File: src/rtl/mult_seq_if.sv
// mult_seq_if: operand/result bundle between the MIPS core (master) and the
// sequential HI/LO multiplier (slave). Clock and reset stay outside as plain ports.
interface mult_seq_if;
  logic [31:0] a;
  logic [31:0] b;
  logic        signmult;
  logic        start;
  logic [31:0] hi;
  logic [31:0] lo;
  logic        busy;
  logic        done;

  modport master (
    output a, b, signmult, start,
    input  hi, lo, busy, done
  );

  modport slave (
    input  a, b, signmult, start,
    output hi, lo, busy, done
  );
endinterface

File: src/rtl/mult_seq.sv
// mult_seq: radix-2 shift-add 32x32 -> 64 multiplier for MULT/MULTU.
// Operands are reduced to magnitudes on start, multiplied one bit per clock,
// and the sign is reapplied in a final SGN cycle before the one-cycle done pulse.
// Optional build macro MULT_EARLY_EXIT_EN: leave RUN as soon as the remaining
// multiplier bits are all zero instead of always running 32 iterations.
module mult_seq (
  input  logic      clk,
  input  logic      multrst,
  mult_seq_if.slave bus
);

  typedef enum logic [1:0] {IDLE, RUN, SGN, DONE} state_t;

  state_t      state;
  logic [63:0] acc;
  logic [63:0] mcand;
  logic [31:0] ub;
  logic [5:0]  count;
  logic        neg;
  logic [31:0] hi_r;
  logic [31:0] lo_r;
  logic        busy_r;
  logic        done_r;

  logic [63:0] acc_next;
  logic [31:0] ub_shift;
  logic        run_exit;

  // Unsigned magnitude; 0x80000000 maps to 2^31 because the result is read as unsigned.
  function automatic logic [31:0] magnitude(input logic [31:0] x, input logic sgn);
    logic signed [31:0] xs;
    xs = x;
    if (sgn && (xs < 0))
      return $unsigned(-xs);
    return x;
  endfunction

  // Two's complement negate of the full 64-bit product.
  function automatic logic [63:0] negate64(input logic [63:0] x);
    return ~x + 64'd1;
  endfunction

  assign acc_next = ub[0] ? (acc + mcand) : acc;
  assign ub_shift = ub >> 1;

`ifdef MULT_EARLY_EXIT_EN
  // Stop once no multiplier bits remain; the 32nd iteration is the hard limit.
  assign run_exit = (ub_shift == 32'd0) || (count == 6'd31);
`else
  // The 32nd iteration (count moving to 32) is always the last.
  assign run_exit = (count == 6'd31);
`endif

  assign bus.hi   = hi_r;
  assign bus.lo   = lo_r;
  assign bus.busy = busy_r;
  assign bus.done = done_r;

  // Control FSM and datapath: accept, iterate, apply sign, pulse done.
  always_ff @(posedge clk or posedge multrst) begin
    if (multrst) begin
      state  <= IDLE;
      acc    <= '0;
      mcand  <= '0;
      ub     <= '0;
      count  <= '0;
      neg    <= 1'b0;
      hi_r   <= '0;
      lo_r   <= '0;
      busy_r <= 1'b0;
      done_r <= 1'b0;
    end else begin
      case (state)
        IDLE, DONE: begin
          done_r <= 1'b0;
          if (bus.start) begin
            ub     <= magnitude(bus.b, bus.signmult);
            mcand  <= {32'd0, magnitude(bus.a, bus.signmult)};
            neg    <= bus.signmult & (bus.a[31] ^ bus.b[31]);
            acc    <= '0;
            count  <= '0;
            busy_r <= 1'b1;
            state  <= RUN;
          end else begin
            state  <= IDLE;
          end
        end
        RUN: begin
          acc   <= acc_next;
          mcand <= mcand << 1;
          ub    <= ub_shift;
          count <= count + 6'd1;
          if (run_exit)
            state <= SGN;
        end
        SGN: begin
          {hi_r, lo_r} <= neg ? negate64(acc) : acc;
          busy_r       <= 1'b0;
          done_r       <= 1'b1;
          state        <= DONE;
        end
        default: begin
          state  <= IDLE;
          busy_r <= 1'b0;
          done_r <= 1'b0;
        end
      endcase
    end
  end

endmodule

File: src/flat_wrapper.sv
// flat-port wrapper written by rule: the top's interface ports become plain ports
module mult_seq_flat 
  (clk, multrst, bus_a, bus_b, bus_signmult, bus_start, bus_hi, bus_lo, bus_busy, bus_done);
  mult_seq_if bus_i ();
  input  logic clk;
  input  logic multrst;
  input wire logic [$bits(bus_i.a)-1:0] bus_a;
  input wire logic [$bits(bus_i.b)-1:0] bus_b;
  input wire logic [$bits(bus_i.signmult)-1:0] bus_signmult;
  input wire logic [$bits(bus_i.start)-1:0] bus_start;
  output wire logic [$bits(bus_i.hi)-1:0] bus_hi;
  output wire logic [$bits(bus_i.lo)-1:0] bus_lo;
  output wire logic [$bits(bus_i.busy)-1:0] bus_busy;
  output wire logic [$bits(bus_i.done)-1:0] bus_done;
  assign bus_i.a = bus_a;
  assign bus_i.b = bus_b;
  assign bus_i.signmult = bus_signmult;
  assign bus_i.start = bus_start;
  assign bus_hi = bus_i.hi;
  assign bus_lo = bus_i.lo;
  assign bus_busy = bus_i.busy;
  assign bus_done = bus_i.done;
  mult_seq u_core (.clk(clk), .multrst(multrst), .bus(bus_i));
endmodule
File: config.mk
export PLATFORM = sky130hd
export DESIGN_NAME = mult_seq_flat
export DESIGN_NICKNAME = d
export VERILOG_FILES = /design/src/rtl/mult_seq_if.sv /design/src/rtl/mult_seq.sv /design/src/flat_wrapper.sv
export SDC_FILE = /design/constraint.sdc
export NUM_CORES = 1
export LEC_CHECK = 0
export ABC_AREA = 1
export BUFFER_PORTS_ARGS = -buffer_cell sky130_fd_sc_hd__buf_2
export CAP_MARGIN = 20
export CORE_AREA = 2 2 191 193
export DETAILED_ROUTE_END_ITERATION = 6
export DIE_AREA = 0 0 193 195
export PLACE_DENSITY_LB_ADDON = 0.1
export RECOVER_POWER = 25
export SLEW_MARGIN = 20
export SYNTH_ARGS = -nofsm -noshare
export SYNTH_HDL_FRONTEND = slang
export SYNTH_SLANG_ARGS = --single-unit
File: constraint.sdc
create_clock -name clk -period 17 [get_ports clk]
set_input_delay 1.7 -clock clk [delete_from_list [all_inputs] [get_ports clk]]
set_output_delay 1.7 -clock clk [all_outputs]
set_load 0.1 [all_outputs]
# Yosys cells after proc, flatten, opt, wreduce, memory -nomap -nowiden
# Index checks and enable logic that the tools add are counted.
dict set report classes {
  n_addsub 5
  mux 26
  magnitude_cmp 2
  reduce_logical 10
  eq_ne 7
  bitwise_logic 3
}
# op count
set op_table {}
lappend op_table {{$mux W64} 4}
lappend op_table {{$pmux W64 S2} 2}
lappend op_table {{$mux W32} 5}
lappend op_table {{$add A64 B1 Y64 const B} 1}
lappend op_table {{$add A64 B64 Y64} 1}
lappend op_table {{$lt A32 B1 Y1 const B} 2}
lappend op_table {{$neg A32 Y32} 2}
lappend op_table {{$not A64 Y64} 1}
lappend op_table {{$pmux W32 S2} 1}
lappend op_table {{$pmux W6 S2} 1}
lappend op_table {{$mux W1} 8}
lappend op_table {{$add A6 B1 Y6 const B} 1}
lappend op_table {{$eq A6 B5 Y1 const B} 1}
lappend op_table {{$mux W6} 1}
lappend op_table {{$pmux W2 S3} 1}
lappend op_table {{$reduce_and A2 Y1} 3}
lappend op_table {{$eq A2 B2 Y1 const B} 2}
lappend op_table {{$ne A2 B1 Y1 const B} 2}
lappend op_table {{$pmux W1 S2} 2}
lappend op_table {{$reduce_bool A2 Y1} 2}
lappend op_table {{$reduce_and A3 Y1} 1}
lappend op_table {{$eq A2 B1 Y1 const B} 1}
lappend op_table {{$logic_and A1 B1 Y1} 2}
lappend op_table {{$logic_not A2 Y1} 1}
lappend op_table {{5 further kinds} 5}
dict set report totals {
  reg_bits 235
  out_inout_bits 66
  input_bits 68
}

# Logic depth before layout (Yosys ltp)
# Gate-level depths: netlist (run 1).
dict set report depth {
  depth_word 8
  mapped_depth 16
}

# Worst setup path before layout (run 1)
# OpenSTA, ideal clock, no wires.
dict set report synth_timing {
  path_type {input to register}
  start {in bus_a[0]}
  end {reg u_core.mcand[20]}
  setup_slack_ns 14.010
  required_time_ns 16.880
  n_path_buf 0
  path_stages 13
  arrival_ns 2.870
  cell_sequence {inv_1 -> ha_1 -> nand3_1 -> inv_2 -> nand2_1 -> nor2_1 -> nand2_1 -> nor2_1 -> nand2_1 -> nand3_1 -> nand2_1 -> o21ai_1 -> nand2_1}
}
dict set report synth_via {
  elab_chain_len 8
}
# element line_no
set synth_rtl {}
lappend synth_rtl {{from (decl)} flat_wrapper.sv:7} ;# input wire logic [$bits(bus_i.a)-1:0] bus_a;
lappend synth_rtl {{$lt A32 B1 Y1} mult_seq.sv:33} ;# if (sgn && (xs < 0))
lappend synth_rtl {{$logic_and A1 B1 Y1} mult_seq.sv:33}
lappend synth_rtl {{$mux W1} mult_seq.sv:33}
lappend synth_rtl {{$mux W1} mult_seq.sv:76} ;# if (bus.start) begin
lappend synth_rtl {{$mux W1} mult_seq.sv:73} ;# case (state)
lappend synth_rtl {{$mux W32 *} mult_seq.sv:35} ;# return x;
lappend synth_rtl {{$mux W64 *} mult_seq.sv:76}
lappend synth_rtl {{$pmux W64 S2 *} mult_seq.sv:73}
lappend synth_rtl {{to (signal assigned)} mult_seq.sv:78} ;# mcand <= {32'd0, magnitude(bus.a, bus.signmult)};
lappend synth_rtl {{to (signal assigned)} mult_seq.sv:90} ;# mcand <= mcand << 1;
lappend synth_rtl {{to (decl)} mult_seq.sv:16} ;# logic [63:0] mcand;
# Mark *: on every way between the ends. The rest lies on a longest branch, timed or not. The select of a mux whose other input is x is not followed.
# A chain may end at the register's enable or synchronous reset.

# Worst setup path in the final report (run 1)
dict set report layout_timing {
  start {reg u_core.state[0]}
  end {reg u_core.busy_r (netlist: u_core.bus.busy)}
}
dict set report layout_via {
  elab_chain_len 4
}
# element line_no
set layout_rtl {}
lappend layout_rtl {{from (decl)} mult_seq.sv:14} ;# state_t state;
lappend layout_rtl {{from (signal assigned)} mult_seq.sv:62} ;# state <= IDLE;
lappend layout_rtl {{from (signal assigned)} mult_seq.sv:83} ;# state <= RUN;
lappend layout_rtl {{from (signal assigned)} mult_seq.sv:85} ;# state <= IDLE;
lappend layout_rtl {{$eq A2 B2 Y1 or $logic_not A2 Y1 (tied branches)} mult_seq.sv:73}
lappend layout_rtl {{$reduce_or A2 Y1} mult_seq.sv:73}
lappend layout_rtl {{$ne A2 B2 Y1 (no line) or $reduce_bool A2 Y1 (tied branches)} -}
lappend layout_rtl {{$reduce_and A2 Y1 (no line)} -}
lappend layout_rtl {{to (signal assigned)} mult_seq.sv:70} ;# busy_r <= 1'b0;
lappend layout_rtl {{to (signal assigned)} mult_seq.sv:82} ;# busy_r <= 1'b1;
lappend layout_rtl {{to (signal assigned)} mult_seq.sv:98} ;# busy_r <= 1'b0;
lappend layout_rtl {{to (decl)} mult_seq.sv:22} ;# logic busy_r;
# Several ways; a longest one is shown, not always the timed one.

==> metrics.md, run 1 <==
| Metric | Value |
|---|---|
| Status | `finished, violations left` |
| Failing checks | `max-capacitance violations, max-slew violations` |
| Seq pwr share | `0.452` |
| Max Fclk | `~190 MHz` |
| CTS tree | `built` |
| Async SR Flop Fraction | `1.00` |
| Pint | `~950 µW` |
| Top FF cell, synth | `dfrtp_1` |
| Top post-synthesis cells by area | `dfrtp_1 31%, nand2_1 21%, inv_1 9.7%` |
| DRC violations left | `0` |
| Final nets | `around 3300` |
| XOR/XNOR share of the synthesized area | `0.0207` |
| Final Setup Violations | `0` |
| Die width | `193 µm` |
| Cts hold-fix bufs | `0` |
| Gpl congestion | `between 0.9 and 1` |
| Mapped Cells | `between 3000 and 4000` |
| Number of flops mapped to enable cells by yosys | `0` |
| Slew @ Worst Pin | `roughly 4.7 ns` |
| Drt wl/cell | `~17 µm` |
| Clock transition at path regs | `0.06 ns` |
| Initial antenna violation count | `0` |
| GRT overflow | `0` |
| Resize count post-CTS | `0` |
| Tmin final | `about 5.2 ns` |
| Hold Path Stages | `2` |
| Hold path start | `u_core.bus.hi[31]` |
| Clock Power Share | `0.507` |
| Initial core utilization | `0.537` |
| Net load switching power | `between 200 and 300 µW` |
| Compound-Gate Fraction of Synth Area | `0.120` |
| Worst Path Arrival | `approximately 5.7 ns` |
| First-iteration detailed-routing DRC count | `about 1700` |
| Worst R2R Start | `u_core.state[0]` |
| Simple-Gate Fraction of Synth Area | `0.382` |
| Cell Area, Synth | `roughly 19000 µm²` |
| Top-area cell type share of the netlist area | `0.309` |
| Post-synth cell types | `52` |
| Clock Path Buffers | `3` |
| Fin. Hold Viols | `0` |
| Largest net degree at the start of global routing | `a little over 100` |
| GRT Total Usage | `0.331` |
| Vias in the first global route | `between 15000 and 20000` |
| Mux cell area share after synthesis | `0.000592` |
| Max_cap viols | `4` |
| Ys Warns | `0` |
| Setup_tns | `0 ns` |
| Peak VDD IR | `approximately 75 µV` |
| Io pins | `134` |
| R2R depth | `7` |
| Period utilization | `0.307` |
| Final Max Slew Viols | `302` |
| Global-route wire length before repair | `roughly 98000 µm` |
| Leakage | `11.5 nW` |
| Die area | `approximately 38000 µm²` |
| Final wirelength | `approximately 62000 µm` |
| Post-Synthesis Net Count | `between 3000 and 4000` |
| Total Power | `between 1 and 1.5 mW` |
| Worst Hold Class | `reg2reg` |
| Net Sw Frac | `0.234` |
| Die Ht | `195 µm` |
| Clock Skew | `roughly 0.017 ns` |
| DRT Pass-1 Iters | `6` |
| Worst skew pair latency | `0.58 ns` |
| Setup bufs post-CTS | `0` |
| Largest family of logic cells by synthesized area | `simple AND/OR/NAND/NOR gates` |
| R2r endpoint | `u_core.bus.busy` |
| CTS root buf | `clkbuf_16` |
| Antenna-violating nets left | `0` |
| Met2 usage | `0.513` |
| Area growth from synthesis to layout | `9.85%` |
| DP HPWL | `48700 µm` |
| Site Rows | `69` |
| RSZ-0062 raised after global routing | `false` |
| Global-route met1 utilization | `0.491` |
| Layout cell share with drive strength beyond 1 | `0.0889` |
| Crit Path Max Fanout | `79` |
| Area of the core | `35400 µm²` |
| Fillers | `3632` |
| Type of origin of the critical path | `flip-flop` |
| Seq cells post-synth | `approximately 240` |
| Vias | `between 15000 and 20000` |
| CTS Buf Count | `27` |
| Met3 usage | `0.0403` |
| R2R Setup Slk | `between 10 and 15 ns` |
| Sequential-to-total area share from yosys stat | `0.309` |
| Yosys top cell by area | `dfrtp_1` |
| GRT busiest layer | `met2` |
| H-tree lvl count | `1` |
| Worst hold endpoint | `u_core.bus.hi[31]` |
| Critical path class | `reg2reg` |
| Required time worst endpoint | `17.45 ns` |
| Logic gate share of total power | `0.041` |
| Buffers on Ports | `133` |
| Power Dens Cells | `between 50 and 60 nW/µm²` |
| Clock Sink Count | `around 240` |
| Rel. slew slack | `-2.13` |
| DR vias/cell | `around 5.4` |
| Antenna Cells | `0` |
| Mean Syn Cell Area | `around 6.2 µm²` |
| Area share of fa/ha/maj cells after synthesis | `0.0471` |
| Crit. End Element | `flip-flop` |
## cell usage in the layout, fill, tap and decap left out, types with 45 or more instances in the layout
| master | instances |
|---|---|
| nand2_1 | 1068 |
| inv_1 | 492 |
| nor2_1 | 299 |
| dfrtp_1 | 234 |
| nand3_1 | 210 |
| o21ai_0 | 165 |
| buf_2 | 132 |
| a21oi_1 | 114 |
| ha_1 | 69 |
| o22ai_1 | 45 |
## registers in the layout (all words and copies together) (netlist names)
name and cells:
u_core.acc 64, u_core.bus.busy 1, u_core.bus.done 1, u_core.bus.hi 32, u_core.bus.lo 32, u_core.count 6
u_core.mcand 64, u_core.neg 1, u_core.state 2, u_core.ub 32
## synth_stat cells (all sizes together) (27+ instances only)
cell,count
nand2,1083
inv,522
nor2,326
dfrtp,235
nand3,217
o21ai,203
a21oi,116
ha,70
o22ai,45
clkbuf,42
nand4,41
xor2,41
buf,32
nor3,27
## how the worst max path moves through the flow
stage / from / endpoint / slack [ns]
2_1_floorplan: multrst / u_core.acc[0] / 8.85
6_report: u_core.state[0] / u_core.bus.busy / 11.79
5_1_grt: multrst / u_core.mcand[59] / 11.21
3_3_place_gp: bus_start / u_core.acc[2] / 12.99
4_1_cts: u_core.state[1] / u_core.acc[8] / 13.27
3_5_place_dp: bus_start / u_core.acc[8] / 12.92
## metrics by stage
| stage | cell area (µm²) | setup WS [ns] | hold slack [ns] | util | cells |
|---|---|---|---|---|---|
| finish | 20900 | 11.79 | 0.474 | 0.590 | 3668 |
| global route | 20900 | 11.21 | 0.495 | 0.590 | 3668 |
| CTS | 21000 | 13.27 | 0.476 | 0.592 | 3668 |
| detailed placement | 20000 | 12.92 | 0.460 | 0.566 | 3620 |
| global placement | 20000 | 12.99 | 0.456 | 0.566 | 3620 |
| floorplan | 19000 | 8.85 | 0.444 | - | 3091 |
## critical path: stages (launching register included)
cell      delay (ns)
dfrtp_1         0.41
inv_1           0.09
ha_1            0.14
clkbuf_1        1.78
clkinv_1        0.25
clkbuf_1        1.13
o21ai_0         0.80
mux2_2          0.40
## power by group through the flow
stage          registers (mW)  clock network (mW)  logic, mW
2_1_floorplan           0.570                   0     0.0296
3_3_place_gp            0.570                   0     0.0502
3_5_place_dp            0.570                   0     0.0510
4_1_cts                 0.559               0.632     0.0514
5_1_grt                 0.559               0.659     0.0583
6_report                0.560               0.627     0.0508
## final cells by class
cell class	instances	area, µm²	share of cell area
clock buffers	36	759	0.0364
clock inverters	12	178	0.00851
inverters	525	1970	0.0945
multi-input cells	2257	10800	0.517
flip-flops and latches	235	5880	0.282
well taps	461	577	0.0276
repair buffers	142	721	0.0345
## logic make-up (layout without fill, tap and decap cells)
family | Yosys count | after routing
flops | 235 | 235
xor+xnor | 45 | 45
buf+inv | 599 | 715
mux | 1 | 1
simple gates | 1724 | 1724
compound gates | 416 | 416
fa+ha+maj | 71 | 71
## metal layers
layer | share of wire | vias to the layer above | wire length, µm
met4 | 0.025 | 0 | 1570
li1 | - | 9928 | -
met5 | 0 | - | 0
met3 | 0.070 | 95 | 4330
met2 | 0.43 | 644 | 26500
met1 | 0.48 | 9232 | 29400
(Power assumes the default switching activity.)
==> run 2: changes to the inputs <==
==> constraint.sdc (replaced) <==
create_clock -name clk -period 4.3 [get_ports clk]
set_input_delay 0.43 -clock clk [delete_from_list [all_inputs] [get_ports clk]]
set_output_delay 0.43 -clock clk [all_outputs]
set_load 0.1 [all_outputs]
==> metrics.md, run 2 (same netlist as run 1, synthesis figures left out) <==
| Metric | Value |
|---|---|
| Power Dens Cells | `224 nW/µm² (was 59.2 nW/µm²)` |
| DR vias/cell | `5.42 (was 5.43)` |
| Peak VDD IR | `349 µV (was 75.0 µV)` |
| Final wirelength | `61200 µm (was 61800 µm)` |
| GRT overflow | `0 (unchanged)` |
| Status | `finished, violations left (unchanged)` |
| Final nets | `3331 (was 3327)` |
| Drt wl/cell | `16.6 µm (was 16.8 µm)` |
| Most frequent cells in the layout | `1066 x nand2_1, 492 x inv_1, 295 x nor2_1 (was 1068 x nand2_1, 492 x inv_1, 299 x nor2_1)` |
| CTS Buf Count | `28 (was 27)` |
| Top Registers | `u_core.acc (64), u_core.mcand (64) (unchanged)` |
| Clock Skew | `0.0110 ns (was 0.0171 ns)` |
| Layout cell share with drive strength beyond 1 | `0.0921 (was 0.0889)` |
| Die area | `37600 µm² (unchanged)` |
| Area of the core | `35400 µm² (unchanged)` |
| Vias | `19900 (about the same)` |
| Clock Sink Count | `235 (unchanged)` |
| CTS root buf | `clkbuf_16 (unchanged)` |
| Fin. Hold Viols | `0 (unchanged)` |
| Largest net degree at the start of global routing | `162 (was 103)` |
| Initial antenna violation count | `3 (was 0)` |
| Die Ht | `195 µm (unchanged)` |
| GRT Total Usage | `0.328 (was 0.331)` |
| Most common cell after layout, fill and taps aside | `nand2_1 (unchanged)` |
| H-tree lvl count | `1 (unchanged)` |
| Rel. slew slack | `-0.591 (was -2.13)` |
| Resize count post-CTS | `0 (unchanged)` |
| Vias in the first global route | `18400 (was 18600)` |
| Fillers | `3593 (was 3632)` |
| Max_cap viols | `2 (was 4)` |
| Die width | `193 µm (unchanged)` |
| Period utilization | `0.740` |
| Worst Hold Class | `in2reg (was reg2reg)` |
| Area growth from synthesis to layout | `10.0% (was 9.85%)` |
| Buffers on Ports | `133 (unchanged)` |
| Io pins | `134 (unchanged)` |
| Crit Path Max Fanout | `161 (was 79)` |
| Type of origin of the critical path | `input port (was flip-flop)` |
| Gpl congestion | `0.984 (was 0.993)` |
| DRC violations left | `0 (unchanged)` |
| DP HPWL | `48400 µm (was 48700 µm)` |
| Setup bufs post-CTS | `0 (unchanged)` |
| DRT Pass-1 Iters | `6 (unchanged)` |
| Max Fclk | `314 MHz` |
| Worst Path Arrival | `3.35 ns (was 5.66 ns)` |
| Site Rows | `69 (unchanged)` |
| RSZ-0062 raised after global routing | `false (unchanged)` |
| Cts hold-fix bufs | `1 (was 0)` |
| Slew @ Worst Pin | `2.39 ns (was 4.66 ns)` |
| Critical path class | `in2async (was reg2reg)` |
| Antenna-violating nets left | `0 (unchanged)` |
| Required time worst endpoint | `4.47 ns (was 17.45 ns)` |
| Final Setup Violations | `0 (unchanged)` |
| CTS tree | `built (unchanged)` |
| Setup_tns | `0 ns (unchanged)` |
| Tmin final | `approximately 3.2 ns` |
| Leakage | `11.6 nW (was 11.5 nW)` |
| Clock Path Buffers | `3 (unchanged)` |
| Initial core utilization | `0.537 (unchanged)` |
| Failing checks | `max-capacitance violations, max-slew violations (unchanged)` |
| First-iteration detailed-routing DRC count | `1683 (was 1666)` |
| Smallest hold slack | `0.162 ns (was 0.474 ns)` |
| Clock transition at path regs | `0.06 ns (about the same)` |
| Worst skew pair latency | `0.57 ns (was 0.58 ns)` |
| Final Max Slew Viols | `226 (was 302)` |
| Crit. End Element | `async pin (was flip-flop)` |
| Global-route wire length before repair | `97600 µm (was 98100 µm)` |
[run 2: worst paths after layout]
check,from,to,slack [ns],depth (start not counted)
setup reg to reg,u_core.state[0],u_core.acc[61],1.30,11
hold reg to reg,u_core.bus.hi[2],u_core.bus.hi[2],0.47,2
setup / recovery,multrst,u_core.mcand[0],1.12,4
min in group asynchronous,multrst,u_core.state[0],0.44,3
max in group clk,u_core.state[0],u_core.acc[61],1.30,11
hold / removal,bus_b[23],u_core.ub[23],0.16,4
[run 2: report_power, final]
group	switching, mW	internal, mW
sequential	0	2.21
clock	0.942	1.33
combinational	0.144	0.0559
[run 2: worst max-delay path, stage by stage]
cell and delay, ns:
dlygate4sd3_1 0.53, buf_2 0.12, clkinvlp_2 0.33, clkbuf_4 1.48
[run 2: per-stage QoR]
step / cell area, µm² / setup WS (ns) / cells / power, mW / util
floorplan: 19000 / 0.792 / 3091 / 2.37 / -
global placement: 20000 / 1.50 / 3622 / 2.45 / 0.566
detailed placement: 20000 / 1.39 / 3622 / 2.45 / 0.566
CTS: 20900 / 1.39 / 3674 / 4.72 / 0.591
global route: 20900 / 0.665 / 3674 / 4.85 / 0.591
finish: 20900 / 1.12 / 3677 / 4.69 / 0.591
[run 2: area by class of cell]
| cell class | count | area, µm² | area share |
|---|---|---|---|
| multi-input cells | 2257 | 10800 | 0.519 |
| flip-flops and latches | 235 | 5880 | 0.281 |
| inverters | 525 | 1970 | 0.0944 |
| clock buffers | 45 | 846 | 0.0404 |
| repair buffers | 145 | 756 | 0.0361 |
| well taps | 461 | 577 | 0.0276 |
| clock inverters | 6 | 30.0 | 0.00144 |
| diodes | 3 | 7.51 | 0.000359 |
[run 2: routing by layer]
layer  share of wire  GRT usage
met5         0.00018          0
met4           0.026     0.0934
met3           0.090     0.0570
met2            0.42      0.492
met1            0.46      0.484
